$ cat src/rtl/demux_1x4_rr_sched.sv
// demux_1x4_rr_sched: round-robin burst scheduler driving a two-stage 1:4 demux tree
module demux_1x4_rr_sched #(
    parameter int DATA_W    = 1,
    parameter int BURST_LEN = 4,
    parameter int STALL_MAX = 8
) (
    input  logic              in_clk,
    input  logic              in_rst,
    input  logic              in_valid,
    input  logic [DATA_W-1:0] in_data,
    output logic              out_ready,
    input  logic [3:0]        in_dst_ready,
    input  logic              in_mode,
    input  logic [1:0]        in_fixed_sel,
    output logic              out_s1,
    output logic              out_s2,
    output logic [DATA_W-1:0] out_y_1,
    output logic [DATA_W-1:0] out_y_2,
    output logic [DATA_W-1:0] out_y_3,
    output logic [DATA_W-1:0] out_y_4,
    output logic [3:0]        out_valid
);
    localparam int BW = BURST_LEN > 1 ? $clog2(BURST_LEN) : 1;
    localparam int SW = STALL_MAX > 1 ? $clog2(STALL_MAX) : 1;

    typedef enum logic {IDLE, ACTIVE} state_t;

    state_t            state, state_nxt;
    logic [1:0]        ptr, ptr_nxt, grant, grant_nxt, pick;
    logic [BW-1:0]     beat_cnt, beat_nxt;
    logic [SW-1:0]     stall_cnt, stall_nxt;
    logic              xfer, found;
    logic [DATA_W-1:0] y [4];

    assign found     = |in_dst_ready;
    assign out_ready = (state == ACTIVE) && in_dst_ready[grant];
    assign xfer      = in_valid && out_ready;
    assign out_s1    = grant[1];
    assign out_s2    = grant[0];
    assign out_y_1   = y[0];
    assign out_y_2   = y[1];
    assign out_y_3   = y[2];
    assign out_y_4   = y[3];

    // first ready destination at or after ptr; scanning from the far end lets the nearest win
    always_comb begin
        pick = ptr;
        for (int i = 3; i >= 0; i--)
            if (in_dst_ready[ptr + 2'(i)]) pick = ptr + 2'(i);
    end

    // next state: arbitrate in IDLE, count beats and stalls in ACTIVE
    always_comb begin
        state_nxt = state;
        ptr_nxt   = ptr;
        grant_nxt = grant;
        beat_nxt  = beat_cnt;
        stall_nxt = stall_cnt;
        if (state == IDLE) begin
            if (in_valid && (in_mode || found)) begin
                state_nxt = ACTIVE;
                grant_nxt = in_mode ? in_fixed_sel : pick;
                beat_nxt  = '0;
                stall_nxt = '0;
            end
        end else if (xfer) begin
            stall_nxt = '0;
            if (beat_cnt == BW'(BURST_LEN - 1)) begin
                state_nxt = IDLE;
                ptr_nxt   = grant + 2'd1;
                beat_nxt  = '0;
            end else begin
                beat_nxt = beat_cnt + 1'b1;
            end
        end else if (in_valid) begin
            if (stall_cnt == SW'(STALL_MAX - 1)) begin
                state_nxt = IDLE;
                ptr_nxt   = grant + 2'd1;
                stall_nxt = '0;
            end else begin
                stall_nxt = stall_cnt + 1'b1;
            end
        end
    end

    // state registers plus the routed data and one-cycle strobe
    always_ff @(posedge in_clk) begin
        if (in_rst) begin
            state     <= IDLE;
            ptr       <= '0;
            grant     <= '0;
            beat_cnt  <= '0;
            stall_cnt <= '0;
            out_valid <= '0;
            y         <= '{default: '0};
        end else begin
            state     <= state_nxt;
            ptr       <= ptr_nxt;
            grant     <= grant_nxt;
            beat_cnt  <= beat_nxt;
            stall_cnt <= stall_nxt;
            out_valid <= xfer ? 4'b0001 << grant : 4'b0000;
            if (xfer) y[grant] <= in_data;
        end
    end
endmodule

$ cat config.mk
export PLATFORM = sky130hd
export DESIGN_NAME = demux_1x4_rr_sched
export DESIGN_NICKNAME = d
export VERILOG_FILES = /design/src/rtl/demux_1x4_rr_sched.sv
export SDC_FILE = /design/constraint.sdc
export NUM_CORES = 1
export LEC_CHECK = 0
export ABC_AREA = 1
export CAP_MARGIN = 40
export CORE_MARGIN = 5
export CORE_UTILIZATION = 25
export DETAILED_ROUTE_END_ITERATION = 8
export PLACE_DENSITY = 0.43
export SLEW_MARGIN = 30
export SYNTH_ARGS = -nofsm -noshare
export SYNTH_HDL_FRONTEND = slang
export SYNTH_SLANG_ARGS = --single-unit
$ cat constraint.sdc
create_clock -name in_clk -period 1.3 [get_ports in_clk]
set_input_delay 0.195 -clock in_clk [delete_from_list [all_inputs] [get_ports in_clk]]
set_output_delay 0.195 -clock in_clk [all_outputs]
set_load 0.005 [all_outputs]
# After elaboration in Yosys (flattened, before gate mapping)
# Cells that the tools add are included.
# totals
reg_bits	18
in_bits	11
output_inout_bits	11
wordCells	83
# classes
n_addsub	6
n_lt_le_gt_ge	7
eq_ne	5
n_shift	1
mux	37
bitwise	3
n_reduce_logical	14
# ops
op	n
two-way mux 2 bit	13
< comparator 2 x 3 -> 1 bit, second input constant	5
two-way mux 3 bit	5
two-way mux 1 bit	12
binary-select mux 1 bit (select 2 bit)	5
adder 2 x 1 -> 2 bit, second input constant	3
AND reduction 2 bit	3
nonzero test 2 bit	3
adder 2 bit, second input constant	2
bitwise mux 4 bit	1
logical AND 1 bit	4
!= test 2 x 1 -> 1 bit, second input constant	2
AND reduction 4 bit	1
OR reduction 4 bit	1
<< shifter 1 x 2 -> 4 bit, first input constant	1
adder 3 x 1 -> 3 bit, second input constant	1
== test 3 bit, second input constant	1
>= comparator 3 bit, second input constant	1
< comparator 3 x 1 -> 1 bit, second input constant	1
!= test 3 x 2 -> 1 bit, second input constant	1
inverter 2 -> 3 bit	1
demux 1 bit (select 2 bit)	1
== test 2 bit, second input constant	1
inverter 1 bit	2
other kinds (2)	2

# Logic depth before layout (Yosys ltp)
# logic_depth
ltp_word	8
depth_mapped	13
depth_no_buf	12

# Worst setup path after synthesis
# OpenSTA, ideal clock, no wires.
# synth_path
path_kind	flip-flop to flip-flop
from	reg grant[0]
to	reg ptr[1]
setup_ps	117
t_arrival_ps	1245
required_ps	1183
slack_ps	-62
stages_incl_launch_ff	11
path_buffers	1
period_less_slack_ps	1362
path_cell_list	dfxtp_1 buf_6 a21oi_1 o21ai_2 nand2_4 nor2_8 inv_8 nand2_4 nand2_4 o21ai_2 a21oi_1
# synth_via
elab_chain_cells	6
word_cells_on_any_way	13
cone_classes	add/sub (1); eq/ne (1); mux (6); reduce/logical (5)
# synth_lines
element	line_no	text
start, declared	29	logic [1:0] ptr, ptr_nxt, grant, grant_nxt, pick;
start signal, assigned	99	grant <= grant_nxt;
binary-select mux 1 bit (select 2 bit)	36	assign out_ready = (state == ACTIVE) && in_dst_ready[grant];
two-way mux 1 bit (implied by the code)	36	
logical AND 1 bit	36	
logical AND 1 bit	37	assign xfer = in_valid && out_ready;
!= test 2 x 1 -> 1 bit (no source line) or nonzero test 2 bit (tied branches)	--	
AND reduction 4 bit (no source line)	--	
end signal, assigned	98	ptr <= ptr_nxt;
end, declared	29	
# Parallel ways exist; a longest one is shown, timed or not. The select of a mux whose other input is x is not followed.
# A chain may end at the register's enable or synchronous reset.

# Worst setup path in the final report
# layout_path
from	reg grant[1]
to	reg ptr[0]
# layout_via
elab_chain_cells	6
word_cells_on_any_way	9
cone_classes	eq/ne (1); mux (3); reduce/logical (5)
# layout_lines
element	line_no
binary-select mux 1 bit (select 2 bit) (*)	36
two-way mux 1 bit (implied by the code) (*)	36
logical AND 1 bit (*)	36
logical AND 1 bit (*)	37
!= test 2 x 1 -> 1 bit (no source line) or nonzero test 2 bit (tied branches)	--
AND reduction 4 bit (no source line)	--
# Mark *: on every way between the ends. The rest lies on a longest branch, timed or not. The select of a mux whose other input is x is not followed.

==> impl_metrics.py <==
metrics = {
    "clock_tree": {
        "insertion_delay_ns": 0.25,
        "cts_tree": "yes",
        "cts-hold-fix-buffers": 0,
        "path_clk_slew_ns": 0.07,
        "htree_levels": 1,
        "cts_buffers": 3,
        "cts.path.max_buffers": 2,
        "clockRootBuffer": "clkbuf_8",
        "cts_sinks": 18,
    },
    "setup_path": {
        "reg2reg_slack_ns": -0.06,
        "cp_max_fo": 5,
        "worst_ep_arrival_time_ns": 1.51,
        "endpoint_kind": "flip-flop",
        "cp-start-kind": "flip-flop",
        "crit_required_ns": 1.45,
        "worstSetupPathType": "reg2reg",
    },
    "power": {
        "power_frac_clock_pct": 34.0,
        "peakVddDrop_uv": 610,
        "p_switching_uw": 377,
        "sw_frac_of_total_pct": 27.8,
        "comb_power_share_pct": 23.4,
        "intPower_uw": 979,
        "p_per_area_nw_per_um2": 788,
        "power_leakage_uw": 0.000833,
        "pwr-share-seq_pct": 42.6,
    },
    "synth": {
        "synth_edf_count": 0,
        "synth_flop_cell": "dfxtp_1",
        "yosysWarnings": 0,
        "synthesis.nets": 176,
        "syn_area_um2": 1100,
        "synth_seq_cells": 18,
        "yosys-top-cells-area": "dfxtp_1 (33%), nand2_1 (17%), ha_1 (7.9%)",
        "async_flop_share_pct": 0,
        "synth_largest_area_cell": "dfxtp_1",
        "synth.avg_cell_area_um2": 6.99,
        "synthCells": 158,
        "synth_top_area_share_pct": 32.6,
        "ys_types": 23,
        "ys_seq_area_share_pct": 32.6,
    },
    "flow_run": {
        "drv_cap": 0,
    },
    "layout": {
        "n_antenna_cell": 0,
        "layout-drive-gt1-share_pct": 44.5,
        "final_cell_mix": "nand2_1 (41), buf_4 (14), dfxtp_1 (13), inv_2 (11), nand2_2 (11)",
        "fillers": 480,
        "num-nets-final": 219,
        "final_util_pct": 39.8,
        "layout.cells.most_common": "nand2_1",
        "syn_to_final_growth_pct": 55.7,
    },
    "global_route": {
        "top_usage_layer": "met2",
        "antenna_found_initial": 0,
        "gr-total-overflow": 0,
        "grt_use_met1_pct": 12.8,
        "grt_first_pass_wirelength_mm": 5.01,
        "met3_usage_pct": 3.55,
        "globalRouteTotalUtil_pct": 10.4,
        "grt_util_met2_pct": 17.3,
        "grt_max_degree": 11,
        "grt_pass1_vias": 1118,
    },
    "outcome": {
        "violations": "negative setup slack",
        "outcome": "finished with violations",
    },
    "floorplan": {
        "dieArea_um2": 5850,
        "core_um2": 4320,
        "top_level_ports": 22,
        "die_h_um": 76.5,
        "start_util_pct": 25.5,
        "die_width_um": 76.5,
        "rows": 24,
    },
    "timing": {
        "hold_viol": 0,
        "setup_viol": 10,
        "drv_slew": 0,
        "fmax_ghz": 0.734,
        "worstMarginPinSlew_ns": 0.228,
        "skew_ns": 0.00155,
        "setup_ws_ns": -0.0631,
        "rsz0062_at_grt": "true",
        "finalCritPeriodShare_pct": 105,
        "fin_crit_ns": 1.36,
        "max_slew_margin_pct": 84.8,
    },
    "detailed_routing": {
        "firstDrtPassIters": 4,
        "wl_mm": 2.89,
        "vias_per_cell": 4.50,
        "routedWlPerCell_um": 11.5,
        "ant_nets": 0,
        "vias": 1134,
        "drt-initial-drc-count": 33,
        "route.detailed.drc": 0,
    },
    "worst_hold_path": {
        "hp-class": "reg2reg",
    },
    "place": {
        "place_congestion": 0.744,
        "place_ws_ns": -0.507,
        "io_buffers": 21,
        "dpl.hpwl_mm": 2.23,
    },
}
==> cells in the mapped netlist (2+ instances only) <==
cell type  number
nand2_1        51
o21ai_0         2
nor2_1          9
nand2_4         3
buf_6           2
a21oi_1        13
o21ai_2         4
dfxtp_1        18
nand3_1        16
ha_1            7
inv_2          10
o21ai_1         3
inv_1          10
==> kinds of logic after synthesis <==
logic type	after synthesis	share of synthesized area [%]
compound gates	25	14.2
simple gates	83	34.5
buf+inv	25	10.8
flops	18	32.6
fa+ha+maj	7	7.93
==> per-layer routing <==
metal	part of all wire (%)	wire length (um)
met1	43	1230
met5	0	0
met2	51	1480
met4	0.52	15
met3	5.8	167
==> final cells by class <==
class	instances	area [um^2]	area share [%]
clock buffers	4	55.1	3.20
well taps	52	65.1	3.78
inverters	22	92.6	5.38
flip-flops and latches	18	374	21.7
multi-input cells	115	762	44.3
repair buffers	41	372	21.6
==> registers in the layout (all words and copies together), names as in the netlist <==
signal / cells
out_valid: 4
ptr: 2
grant: 2
out_y_2: 1
stall_cnt: 3
state: 1
out_y_3: 1
out_y_4: 1
out_y_1: 1
beat_cnt: 2
==> worst paths after layout <==
path	start	cells after the start	to
max	grant[1]	11	ptr[0]
min	out_y_3	2	out_y_3
max reg2reg	grant[1]	11	ptr[0]
min reg2reg	out_y_3	2	out_y_3
==> stage by stage <==
stage                     hold WS [ns]  std cells  total power, uW  TNS [ns]  cell area (um^2)
after CTS                        0.467        250             1350    -0.232              1590
after floorplan                  0.352        158              741   -0.0683              1110
after global placement           0.450        244              859     -7.39              1480
after global routing             0.490        252             1440     -1.57              1720
final                            0.463        252             1360    -0.231              1720
after detailed placement         0.453        244              862     -7.69              1480
==> worst max-delay path: stages (launching register included) <==
cell     delay (ns)
dfxtp_4        0.36
buf_6          0.10
a21oi_4        0.02
o21ai_2        0.07
nand2_4        0.07
buf_6          0.13
nor2_8         0.14
inv_8          0.05
nand2_4        0.07
nand2_4        0.07
o21ai_2        0.13
a21oi_2        0.04
==> power groups by stage <==
stage / Sequential, uW / Clock (uW) / Combinational [uW]
after floorplan: 590 / 0 / 152
after global placement: 591 / 0 / 268
after detailed placement: 592 / 0 / 270
after CTS: 577 / 487 / 287
after global routing: 580 / 505 / 356
final: 577 / 461 / 317
==> timing repair <==
action                     4_1_cts  5_1_grt
pin swaps                        8        6
gates resized for setup         35       34
gates cloned                     1        0
setup endpoints to repair       23       20
buffers inserted                 1        2
Power figures use the tool's default switching activity.
